<file path="src/rtl/div_pkg.sv">
// Shared definitions for the multi-cycle divider: FSM state encodings,
// handshake constants and bus widths.
package div_pkg;

    localparam int unsigned RegBus       = 32;
    localparam int unsigned DoubleRegBus = 64;

    typedef enum logic [1:0] {
        DivFree   = 2'b00,
        DivByZero = 2'b01,
        DivOn     = 2'b10,
        DivEnd    = 2'b11
    } div_state_e;

    localparam logic DivResultReady    = 1'b1;
    localparam logic DivResultNotReady = 1'b0;
    localparam logic DivStart          = 1'b1;
    localparam logic DivStop           = 1'b0;

endpackage

</file>
<file path="src/rtl/div.sv">
// Multi-cycle 32-bit restoring divider (DIV/DIVU).
// result_o = {remainder, quotient}; valid while ready_o is high.
module div
    import div_pkg::*;
(
    input  logic                    clk,
    input  logic                    rst,
    input  logic                    signed_div_i,
    input  logic [RegBus-1:0]       opdata1_i,
    input  logic [RegBus-1:0]       opdata2_i,
    input  logic                    start_i,
    input  logic                    annul_i,
    output logic [DoubleRegBus-1:0] result_o,
    output logic                    ready_o
);

    div_state_e          state_q;
    logic [5:0]          cnt_q;
    logic [RegBus-1:0]   rem_q;
    logic [RegBus-1:0]   quot_q;     // holds the dividend, shifted out as quotient bits come in
    logic [RegBus-1:0]   dvsr_q;
    logic                neg_quot_q;
    logic                neg_rem_q;
    logic [DoubleRegBus-1:0] result_q;
    logic                ready_q;

    logic [RegBus:0]     minuend;
    logic [RegBus:0]     diff;
    logic [RegBus-1:0]   rem_d;
    logic [RegBus-1:0]   quot_d;
    logic [RegBus-1:0]   op1_abs;
    logic [RegBus-1:0]   op2_abs;

    // Operand magnitudes and one restoring step of the iteration.
    always_comb begin
        op1_abs = (signed_div_i && opdata1_i[RegBus-1]) ? (~opdata1_i + 1'b1) : opdata1_i;
        op2_abs = (signed_div_i && opdata2_i[RegBus-1]) ? (~opdata2_i + 1'b1) : opdata2_i;
        minuend = {rem_q, quot_q[RegBus-1]};
        diff    = minuend - {1'b0, dvsr_q};
        rem_d   = minuend[RegBus-1:0];
        quot_d  = {quot_q[RegBus-2:0], 1'b0};
        if (!diff[RegBus]) begin
            rem_d  = diff[RegBus-1:0];
            quot_d = {quot_q[RegBus-2:0], 1'b1};
        end
    end

    // Divider FSM with registered result and ready handshake.
    always_ff @(posedge clk) begin
        if (rst) begin
            state_q    <= DivFree;
            cnt_q      <= '0;
            rem_q      <= '0;
            quot_q     <= '0;
            dvsr_q     <= '0;
            neg_quot_q <= 1'b0;
            neg_rem_q  <= 1'b0;
            result_q   <= '0;
            ready_q    <= DivResultNotReady;
        end else begin
            case (state_q)
                DivFree: begin
                    result_q <= '0;
                    ready_q  <= DivResultNotReady;
                    if (start_i == DivStart && !annul_i) begin
                        if (opdata2_i == '0) begin
                            state_q <= DivByZero;
                        end else begin
                            state_q    <= DivOn;
                            cnt_q      <= '0;
                            rem_q      <= '0;
                            quot_q     <= op1_abs;
                            dvsr_q     <= op2_abs;
                            neg_quot_q <= signed_div_i && (opdata1_i[RegBus-1] ^ opdata2_i[RegBus-1]);
                            neg_rem_q  <= signed_div_i && opdata1_i[RegBus-1];
                        end
                    end
                end
                DivByZero: begin
                    state_q  <= DivEnd;
                    result_q <= '0;
                    ready_q  <= DivResultReady;
                end
                DivOn: begin
                    if (annul_i) begin
                        state_q <= DivFree;
                    end else if (cnt_q != 6'd32) begin
                        rem_q  <= rem_d;
                        quot_q <= quot_d;
                        cnt_q  <= cnt_q + 6'd1;
                    end else begin
                        result_q <= {neg_rem_q  ? (~rem_q  + 1'b1) : rem_q,
                                     neg_quot_q ? (~quot_q + 1'b1) : quot_q};
                        ready_q  <= DivResultReady;
                        state_q  <= DivEnd;
                    end
                end
                DivEnd: begin
                    if (start_i == DivStop) begin
                        state_q  <= DivFree;
                        result_q <= '0;
                        ready_q  <= DivResultNotReady;
                    end
                end
                default: state_q <= DivFree;
            endcase
        end
    end

    assign result_o = result_q;
    assign ready_o  = ready_q;

endmodule

</file>
<file path="config.mk">
export PLATFORM = sky130hd
export DESIGN_NAME = div
export DESIGN_NICKNAME = d
export VERILOG_FILES = /design/src/rtl/div_pkg.sv /design/src/rtl/div.sv
export SDC_FILE = /design/constraint.sdc
export NUM_CORES = 1
export LEC_CHECK = 0
export CAP_MARGIN = 20
export CORE_MARGIN = 1
export CORE_UTILIZATION = 40
export DETAILED_ROUTE_END_ITERATION = 10
export GPL_TIMING_DRIVEN = 0
export PLACE_DENSITY = 0.7
export RECOVER_POWER = 25
export SYNTH_ARGS = -nofsm -noshare
export SYNTH_HDL_FRONTEND = slang
export SYNTH_SLANG_ARGS = --single-unit
export TNS_END_PERCENT = 30
</file>
<file path="constraint.sdc">
create_clock -name clk -period 3.9 [get_ports clk]
set_clock_uncertainty 0.05 [all_clocks]
set_input_delay 0.39 -clock clk [delete_from_list [all_inputs] [get_ports clk]]
set_output_delay 0.39 -clock clk [all_outputs]
set_load 0.02 [all_outputs]
</file>
==> out/qor.csv <==
stage;metric;value;unit
die;Rows;59;
sta;Slew Limit Fails;0;
sta;slew margin rel.;0.372;
die;Core ar.;26400;um2
worst_setup_path;Critical Path Fanout Max;10;
cells_and_area;register area;3420;um2
worst_setup_path;CP Class;reg2reg;
synthesis;Post-synth EDFFs;0;
worst_setup_path;CP Launch Type;register;
die;chip height;167;um
routing;Vias;10500;
global_route;GRT Total Usage;0.223;
global_route;total grt overflow;0;
routing;via/cell ratio;5.52;
worst_setup_path;Req. time, crit path;4.15;ns
placement;I/O Buffers;131;
synthesis;top post-synthesis cells by area;dfxtp_1 (31%), xnor2_1 (7.9%), nand2_1 (6.5%), nor2_1 (5.0%), ha_1 (4.9%);
power;peak supply drop;0.000323;V
synthesis;register area share after synthesis;0.315;
sta;final setup TNS;0;ns
worst_setup_path;CP max stage delay;0.47;ns
sta;fin crit share;0.931;
sta;Fin. Hold Viols;0;
synthesis;Mapped Cells;1408;
routing;DR iter-0 viols;758;
sta;worst-margin pin slew;0.930;ns
cts;Sink Count;171;
routing;DRC viols;0;
die;DIE AREA;27800;um2
power;leakage;5.16;nW
synthesis;largest area contributor in the netlist;dfxtp_1;
cts;H-tree Lvls;4;
cts;clk slew on worst S/H paths;0.07;ns
cts;hold buffers post-CTS;0;
worst_setup_path;r2r setup slk;0.27;ns
status;outcome;finished, final reports clean;
cts;worst-skew pair later-pin latency;0.44;ns
sta;Tmin final;3.63;ns
routing;DR pass1 iterations;7;
routing;ANT nets after route;0;
worst_setup_path;Cell Chain, Critical Path;inv_1, fa_1, nand2b_1, a21o_1, a21oi_1, o211ai_1, o41ai_2, o221ai_1, xnor2_2, buf_4, clkbuf_4, mux2i_1, o21ai_0;
cells_and_area;nets@finish;1674;
routing;final wirelength;31500;um
synthesis;Synth Warn #;0;
synthesis;post-synth cell types;62;
cells_and_area;Area Growth Syn to Fin;21.8;%
power;total power;6.23;mW
die;DIE WIDTH;167;um
sta;# setup viols final;0;
cells_and_area;Filler cells;2533;
cells_and_area;n_diodes;0;
hold_path;WHS Endpoint;result_o[36];
worst_setup_path;Critical Path AT;3.88;ns
power;power per cell area;471;nW/um2
worst_setup_path;worst r2r dst;rem_q[20];
placement;hpwl dp;24600;um
cts;CTS tree;yes;
hold_path;worst min path class;reg2reg;
sta;Peak Freq;275;MHz
placement;gpl congestion;0.950;
global_route;initial antenna violation count;0;
hold_path;WHS Path Cells;2;
synthesis;Yosys top cell area share;0.315;
global_route;vias in the first global route;9570;
synthesis;#FFs+latches synth;171;
sta;RSZ-0062 raised after global routing;no;
die;num ports;134;
synthesis;syn avg cell area;7.72;um2
job;max-cap violations;0;
placement;cell area after placement;12600;um2
die;Initial Utilization;0.413;
hold_path;worst hold start;result_o[36];
worst_setup_path;critical path's slowest cell;fa_1;
synthesis;async set-reset flop share out of synthesis;0;
cells_and_area;area of the multi-input gates;6940;um2
cells_and_area;fin util;0.502;
global_route;largest net degree at the start of global routing;18;
cts;maximum clock insertion buffer count;2;
worst_setup_path;R2R Path Start;rem_q[0];
synthesis;Top FF cell, synth;dfxtp_1;
worst_setup_path;worst r2r path cells;13;
cts;clk root buf;clkbuf_16;
synthesis;Mapped Area;10900;um2
cells_and_area;Post-Layout Inst Area;13200;um2
global_route;first-pass GRT wire length;49800;um
synthesis;Syn Nets;1521;
worst_setup_path;Critical Path Sink Type;register;
cts;total CTS buffers;17;
routing;Avg WL per Cell;16.5;um
sta;Hold WS;0.400;ns
cells_and_area;share of layout cells above drive strength 1;0.0330;
## layout make-up
class	count	area share
Clock inverter	14	0.0118
Buffer	86	0.0250
Inverter	52	0.0147
Clock buffer	18	0.0332
Timing Repair Buffer	134	0.101
Sequential cell	171	0.259
Tap cell	335	0.0317
Multi-Input combinational cell	1099	0.524
## critical path, delay by kind of cell, from the launching register on
kind	cells	cell delay (ns)
xor gates and xnor gates	1	0.19
muxes	1	0.25
AOI/OAI and AO/OA	6	1.32
DFF	1	0.46
and+or+nand+nor	1	0.19
buffers and inverters	3	0.57
adders and majority gates	1	0.47
## cells in the mapped netlist, types with 3 or more instances
master	n
a211o_1	3
a211oi_1	38
a21o_1	22
a21oi_1	88
a221oi_1	3
a22o_1	13
a22oi_1	43
a31oi_1	9
and2_1	3
and3_1	5
buf_2	3
clkbuf_1	83
dfxtp_1	171
ha_1	43
inv_1	52
mux2i_1	30
nand2_1	187
nand2b_1	13
nand3_1	17
nand3b_1	3
nand4_1	10
nor2_1	146
nor2b_1	11
nor3_1	23
nor4_1	11
o211ai_1	7
o21a_1	4
o21ai_0	98
o21ai_1	10
o21bai_1	4
o31ai_1	27
o41ai_1	15
or3_1	14
or4_1	13
or4_4	3
xnor2_1	98
xor2_1	54
## worst max-delay path by stage
stage / from / to / depth (start not counted)
finish: rem_q[0] / rem_q[20] / 13
global route: rem_q[0] / rem_q[4] / 13
CTS: rem_q[0] / rem_q[20] / 12
detailed placement: rem_q[0] / rem_q[20] / 12
global placement: rem_q[0] / rem_q[20] / 12
floorplan: quot_q[31] / rem_q[20] / 13
## stage by stage
step | std cells | setup slack [ns]
CTS | 1906 | 0.143
global route | 1909 | 0.0244
floorplan | 1408 | 0.684
detailed placement | 1874 | -0.238
finish | 1909 | 0.269
global placement | 1874 | -0.201
## sequential cells by signal, indices dropped and copies added, names as in the netlist
signal / cells
rem_q: 32
neg_quot_q: 1
result_o: 64
ready_o: 1
neg_rem_q: 1
state_q: 2
cnt_q: 6
dvsr_q: 32
quot_q: 32
## repair_timing
action                     in CTS  in global routing
gates resized for setup         2                  2
pin swaps                       0                  1
setup endpoints to repair      30                 30
setup buffers                   0                  2
## power by group
| part | switching, mW | internal [mW] |
|---|---|---|
| sequential | 0.173 | 1.91 |
| combinational | 1.54 | 0.877 |
| clock | 0.804 | 0.926 |
| total | 2.52 | 3.72 |
## routing by layer
layer,track usage,routed length [um]
met5,0,0
met2,0.335,13500
met1,0.316,15100
met3,0.0425,2270
met4,0.0757,613
## cell usage in the layout (no fill, tap or decap), types with 17 or more instances in the layout
cell type	instances
a22oi_1	43
inv_1	52
nor2_1	146
nor3_1	23
ha_1	43
xnor2_1	97
a21oi_1	88
clkbuf_1	83
dfxtp_1	171
o31ai_1	27
clkbuf_16	17
clkdlybuf4s50_1	72
xor2_1	54
a211oi_1	38
nand2_1	187
o21ai_0	98
dlygate4sd3_1	59
nand3_1	17
a21o_1	22
mux2i_1	30
## logic make-up after synthesis
logic type / after synthesis / synth area share
simple gates: 475 / 0.199
compound gates: 396 / 0.234
flops: 171 / 0.315
xor+xnor: 152 / 0.122
buf+inv: 138 / 0.0480
fa+ha+maj: 44 / 0.0513
mux: 32 / 0.0297
(Power assumes the default switching activity.)
